File: src/rtl/sobel_axis_framer.sv
// Frames a raw Sobel magnitude stream into AXI4-Stream video (tuser/tlast) through a show-ahead FIFO.
// Optional build macro SOBEL_THRESHOLD_EN adds a threshold port and binarises stored pixels.
module sobel_axis_framer #(
  parameter int unsigned OUT_WIDTH  = 1918,
  parameter int unsigned OUT_HEIGHT = 1078,
  parameter int unsigned FIFO_DEPTH = 16
) (
  input  logic                          clk,
  input  logic                          rst,
  input  logic [7:0]                    pixel_in,
  input  logic                          pixel_valid,
  input  logic                          frame_start,
  output logic [23:0]                   m_axis_tdata,
  output logic                          m_axis_tvalid,
  input  logic                          m_axis_tready,
  output logic                          m_axis_tlast,
  output logic                          m_axis_tuser,
  output logic [$clog2(FIFO_DEPTH):0]   fill_level,
  output logic                          overflow
`ifdef SOBEL_THRESHOLD_EN
  ,
  input  logic [7:0]                    threshold
`endif
);

  localparam int unsigned CW = (OUT_WIDTH > 1) ? $clog2(OUT_WIDTH) : 1;
  localparam int unsigned RW = (OUT_HEIGHT > 1) ? $clog2(OUT_HEIGHT) : 1;
  localparam int unsigned AW = $clog2(FIFO_DEPTH);
  localparam int unsigned LW = AW + 1;
  localparam int unsigned EW = 10;

  logic [CW-1:0] col_q, col_d, col_tag;
  logic [RW-1:0] row_q, row_d, row_tag;
  logic [EW-1:0] mem_q [FIFO_DEPTH];
  logic [AW-1:0] rd_ptr_q, wr_ptr_q;
  logic [LW-1:0] count_q, count_d;
  logic          ovf_q;
  logic          full, empty, push, pop, drop;
  logic [7:0]    pix_w;
  logic [EW-1:0] wdata, head;

`ifdef SOBEL_THRESHOLD_EN
  assign pix_w = (pixel_in >= threshold) ? 8'hFF : 8'h00;
`else
  assign pix_w = pixel_in;
`endif

  // Geometry tagging, FIFO control and counter advance
  always_comb begin
    col_tag = frame_start ? '0 : col_q;
    row_tag = frame_start ? '0 : row_q;
    full    = (count_q == LW'(FIFO_DEPTH));
    empty   = (count_q == '0);
    pop     = !empty && m_axis_tready;
    push    = pixel_valid && (!full || pop);
    drop    = pixel_valid && full && !pop;
    wdata   = {(col_tag == '0) && (row_tag == '0), col_tag == CW'(OUT_WIDTH - 1), pix_w};
    col_d   = col_tag;
    row_d   = row_tag;
    if (pixel_valid) begin
      if (col_tag == CW'(OUT_WIDTH - 1)) begin
        col_d = '0;
        row_d = (row_tag == RW'(OUT_HEIGHT - 1)) ? '0 : row_tag + RW'(1);
      end else begin
        col_d = col_tag + CW'(1);
      end
    end
    case ({push, pop})
      2'b10:   count_d = count_q + LW'(1);
      2'b01:   count_d = count_q - LW'(1);
      default: count_d = count_q;
    endcase
  end

  always_ff @(posedge clk) begin
    if (rst) begin
      col_q    <= '0;
      row_q    <= '0;
      rd_ptr_q <= '0;
      wr_ptr_q <= '0;
      count_q  <= '0;
      ovf_q    <= 1'b0;
      for (int i = 0; i < int'(FIFO_DEPTH); i++) mem_q[i] <= '0;
    end else begin
      col_q   <= col_d;
      row_q   <= row_d;
      count_q <= count_d;
      if (drop) ovf_q <= 1'b1;
      if (push) begin
        mem_q[wr_ptr_q] <= wdata;
        wr_ptr_q        <= wr_ptr_q + AW'(1);
      end
      if (pop) rd_ptr_q <= rd_ptr_q + AW'(1);
    end
  end

  // Show-ahead head entry; memory is cleared on reset so outputs read zero
  assign head          = mem_q[rd_ptr_q];
  assign m_axis_tdata  = {head[7:0], head[7:0], head[7:0]};
  assign m_axis_tlast  = head[8];
  assign m_axis_tuser  = head[9];
  assign m_axis_tvalid = !empty;
  assign fill_level    = count_q;
  assign overflow      = ovf_q;

endmodule

File: config.mk
export PLATFORM = sky130hd
export DESIGN_NAME = sobel_axis_framer
export DESIGN_NICKNAME = d
export VERILOG_FILES = /design/src/rtl/sobel_axis_framer.sv
export SDC_FILE = /design/constraint.sdc
export NUM_CORES = 1
export LEC_CHECK = 0
export CORE_MARGIN = 4
export CORE_UTILIZATION = 25
export DETAILED_ROUTE_END_ITERATION = 8
export PLACE_DENSITY = 0.37
export SLEW_MARGIN = 15
export SYNTH_ARGS = -nofsm -noshare
export SYNTH_HDL_FRONTEND = slang
export SYNTH_SLANG_ARGS = --single-unit
File: constraint.sdc
create_clock -name clk -period 2.47 [get_ports clk]
set_input_delay 0.494 -clock clk [delete_from_list [all_inputs] [get_ports clk]]
set_output_delay 0.494 -clock clk [all_outputs]
set_load 0.05 [all_outputs]
==> metrics.md <==
| Metric | Value |
|---|---|
| Outcome | `complete, but fails checks` |
| Failing checks | `negative setup slack` |
| DRT antenna net count | `0` |
| Number of synthesized flops with an enable pin | `160` |
| NetSw | `3.16 mW` |
| Top FF cell, synth | `edfxtp_1` |
| Final hold vios | `0` |
| Slack of the critical path | `-0.422 ns` |
| Seq/Total Area, Yosys | `56.5%` |
| Die span in x | `207 um` |
| TritonCTS Buffers | `17` |
| Die Span Y | `207 um` |
| GRT Resource Usage Total | `12.8%` |
| P_int | `6.32 mW` |
| Type of origin of the critical path | `flop` |
| First-pass GRT wire length | `42300 um` |
| Seq pwr share | `41.1%` |
| Buffers added on ports | `45` |
| Met3 wire length | `635 um` |
| Fill cell count | `3849` |
| Commonest non-fill, non-tap cell in the layout | `edfxtp_1` |
| IO Count | `46` |
| Syn_nets | `778` |
| Final period util | `117%` |
| Post-synth ARST share | `0%` |
| Least-Margin Pin Slew | `0.594 ns` |
| Clk pwr share | `29.2%` |
| Drt total wl | `27000 um` |
| CP Class | `reg2out` |
| Fmax | `0.346 GHz` |
| Worst hold path type | `reg2reg` |
| Met1 wire length | `12200 um` |
| Syn Std Cell Area | `9920 um2` |
| # H-tree levels | `4` |
| Via density | `4.65` |
| Yosys cell types | `59` |
| Post-layout util | `31.3%` |
| DP HPWL | `18600 um` |
| Worst skew pair latency | `0.45 ns` |
| Drt wl/cell | `19.6 um` |
| Avg Inst Size Synth | `13.2 um2` |
| RSZ-0062 raised after global routing | `yes` |
| Leakage | `4.65 nW` |
| Nets@finish | `869` |
| Arrival @ worst endpoint | `2.40 ns` |
| Fin crit period | `2.89 ns` |
| Worst Path Required | `1.98 ns` |
| Routability cong. | `0.740` |
| Initial Util | `25.5%` |
| Core ar. | `38900 um2` |
| Via count | `6397` |
| Root buffer cell | `clkbuf_16` |
| PwrDens | `778 nW/um2` |
| CTS clock-pin slew for the worst setup and hold paths | `0.08 ns` |
| Yosys reg bits | `200` |
| Maximum vdd ir drop | `0.511 mV` |
| Pins Over Slew Limit | `0` |
| Maxcap violations | `0` |
| CTS tree | `done` |
| GRT overflow | `0` |
| DRC Markers | `0` |
| Number of setup buffers added after CTS | `0` |
| Yosys warnings | `0` |
| N_diodes | `0` |
| Die area | `42900 um2` |
| Number of global-route vias before repair | `6843` |
| Synthesized instance count | `753` |
| Largest net degree at the start of global routing | `33` |
| Combinational share of power | `29.7%` |
| DR top layer | `met4` |
| Initial antenna violation count | `0` |
| Area grow syn2layout | `22.8%` |
| Worst Skew | `0.0162 ns` |
| Metal2 WL | `13800 um` |
| R2R Setup Slk | `0.20 ns` |
| Net switching fraction of the power | `33.3%` |
| Slew margin rel. | `60.3%` |
| Worst-path maximum fanout | `13` |
| Cell Rows | `72` |
| Clock sink count | `200` |
| Share of layout cells above drive strength 1 | `27.8%` |
| First-pass DRT Iterations | `5` |
| Element type at the critical path end | `output pin` |
| Setup TNS Final | `-9.68 ns` |
| Setup-failing EPs final | `26` |
| Number of DRC markers in iteration 0 | `392` |
| Bufs on Longest Clock Path | `2` |
| Most frequent cells in the layout | `edfxtp_1, and3_1, buf_4` |
| Pre-CTS worst setup slack | `-0.248 ns` |
-- path summary, 6_finish.rpt --
kind	from	end	cells past startpoint
worst max-delay path	flop	m_axis_tdata[13]	4
worst min-delay path	overflow	overflow	2
worst max register to register	fill_level[0]	mem_q[2][7]	4
worst min register to register	overflow	overflow	2
-- logic make-up after synthesis --
family	share of synthesized area (%)
flip-flops	56.5
adder cells (fa/ha/maj)	1.51
AND/OR/NAND/NOR	18.7
AO/OA/AOI/OAI	5.17
XOR/XNOR	1.15
multiplexers	11.8
buffers and inverters	5.12
-- repair_timing --
action                                  in CTS  in global routing
resized for setup                           12                  6
endpoints found under the setup margin      26                 26
hold buffers                                 0                  0
-- stage by stage --
step / area (um2) / total power [mW] / hold slack, ns / instances
3_5_place_dp: 11500 / 6.78 / 0.463 / 1343
4_1_cts: 12200 / 9.62 / 0.490 / 1375
3_3_place_gp: 11500 / 6.76 / 0.461 / 1343
5_1_grt: 12200 / 9.90 / 0.532 / 1375
2_1_floorplan: 10000 / 6.12 / 0.473 / 753
6_report: 12200 / 9.48 / 0.483 / 1375
-- power groups by stage --
| stage | clock (mW) | sequential (mW) | combinational, mW |
|---|---|---|---|
| final | 2.77 | 3.89 | 2.82 |
| after floorplan | 0 | 3.99 | 2.13 |
| after CTS | 2.86 | 3.89 | 2.87 |
| after global routing | 3.00 | 3.91 | 2.98 |
| after detailed placement | 0 | 3.97 | 2.81 |
| after global placement | 0 | 3.96 | 2.80 |
-- critical path, cell delays in order, from the launching register on --
cell and delay (ns):
dfxtp_4 0.41, buf_12 0.19, mux4_2 0.56, mux4_2 0.55
buf_4 0.22
-- flip-flops by register name, indices dropped and copies added, names as in the netlist, named ones only --
name        cells
mem_q         160
rd_ptr_q        4
col_q          11
row_q          11
overflow        1
fill_level      5
wr_ptr_q        4
-- cells in the mapped netlist, types with 3 or more instances --
cell         n  share of area (%)
and4_1       3               0.27
mux4_2      50                 11
nor2_1      36                1.4
a31oi_1      3               0.19
buf_1        3               0.11
o21ai_0     11               0.56
o31ai_1      4               0.30
ha_1        12                1.5
and2_1      36                2.3
a21oi_1     14               0.71
clkbuf_1    36                1.4
or4_1        7               0.53
nand4b_1     4               0.35
or3_1        4               0.25
o2111a_2     4               0.50
nand2b_1    10               0.63
and3_1     100                6.3
edfxtp_1   160                 48
nand3b_1     3               0.23
nor2b_1     15               0.95
inv_1       12               0.45
nand3_1     15               0.76
and3b_1      3               0.27
xor2_1       8               0.71
and4b_1      3               0.30
nand2_1     31                1.2
nand4_1      8               0.50
nor2_2       4               0.25
xnor2_1      5               0.44
dfxtp_1     40                8.1
buf_4       16                1.2
a22oi_1      3               0.23
nor3_1      24                1.2
buf_6       10                1.1
nor4_1       9               0.57
buf_2       13               0.66
o2111ai_4    4                1.1
a21o_1       3               0.23
-- final cells by class --
type                    count  area (um2)  area share, %
multi-input cells         461        3800           31.2
well taps                 518         648           5.32
clock buffers              19         443           3.64
flip-flops and latches    200        5610           46.1
inverters                  13        48.8          0.401
clock inverters            13         133           1.09
repair buffers            151        1490           12.3
-- routing by layer --
layer,vias up,GRT usage (%)
li1,3025,-
met1,3262,16.4
met2,91,22.3
met3,19,2.00
met4,0,3.78
met5,-,0
(Power assumes the default switching activity.)
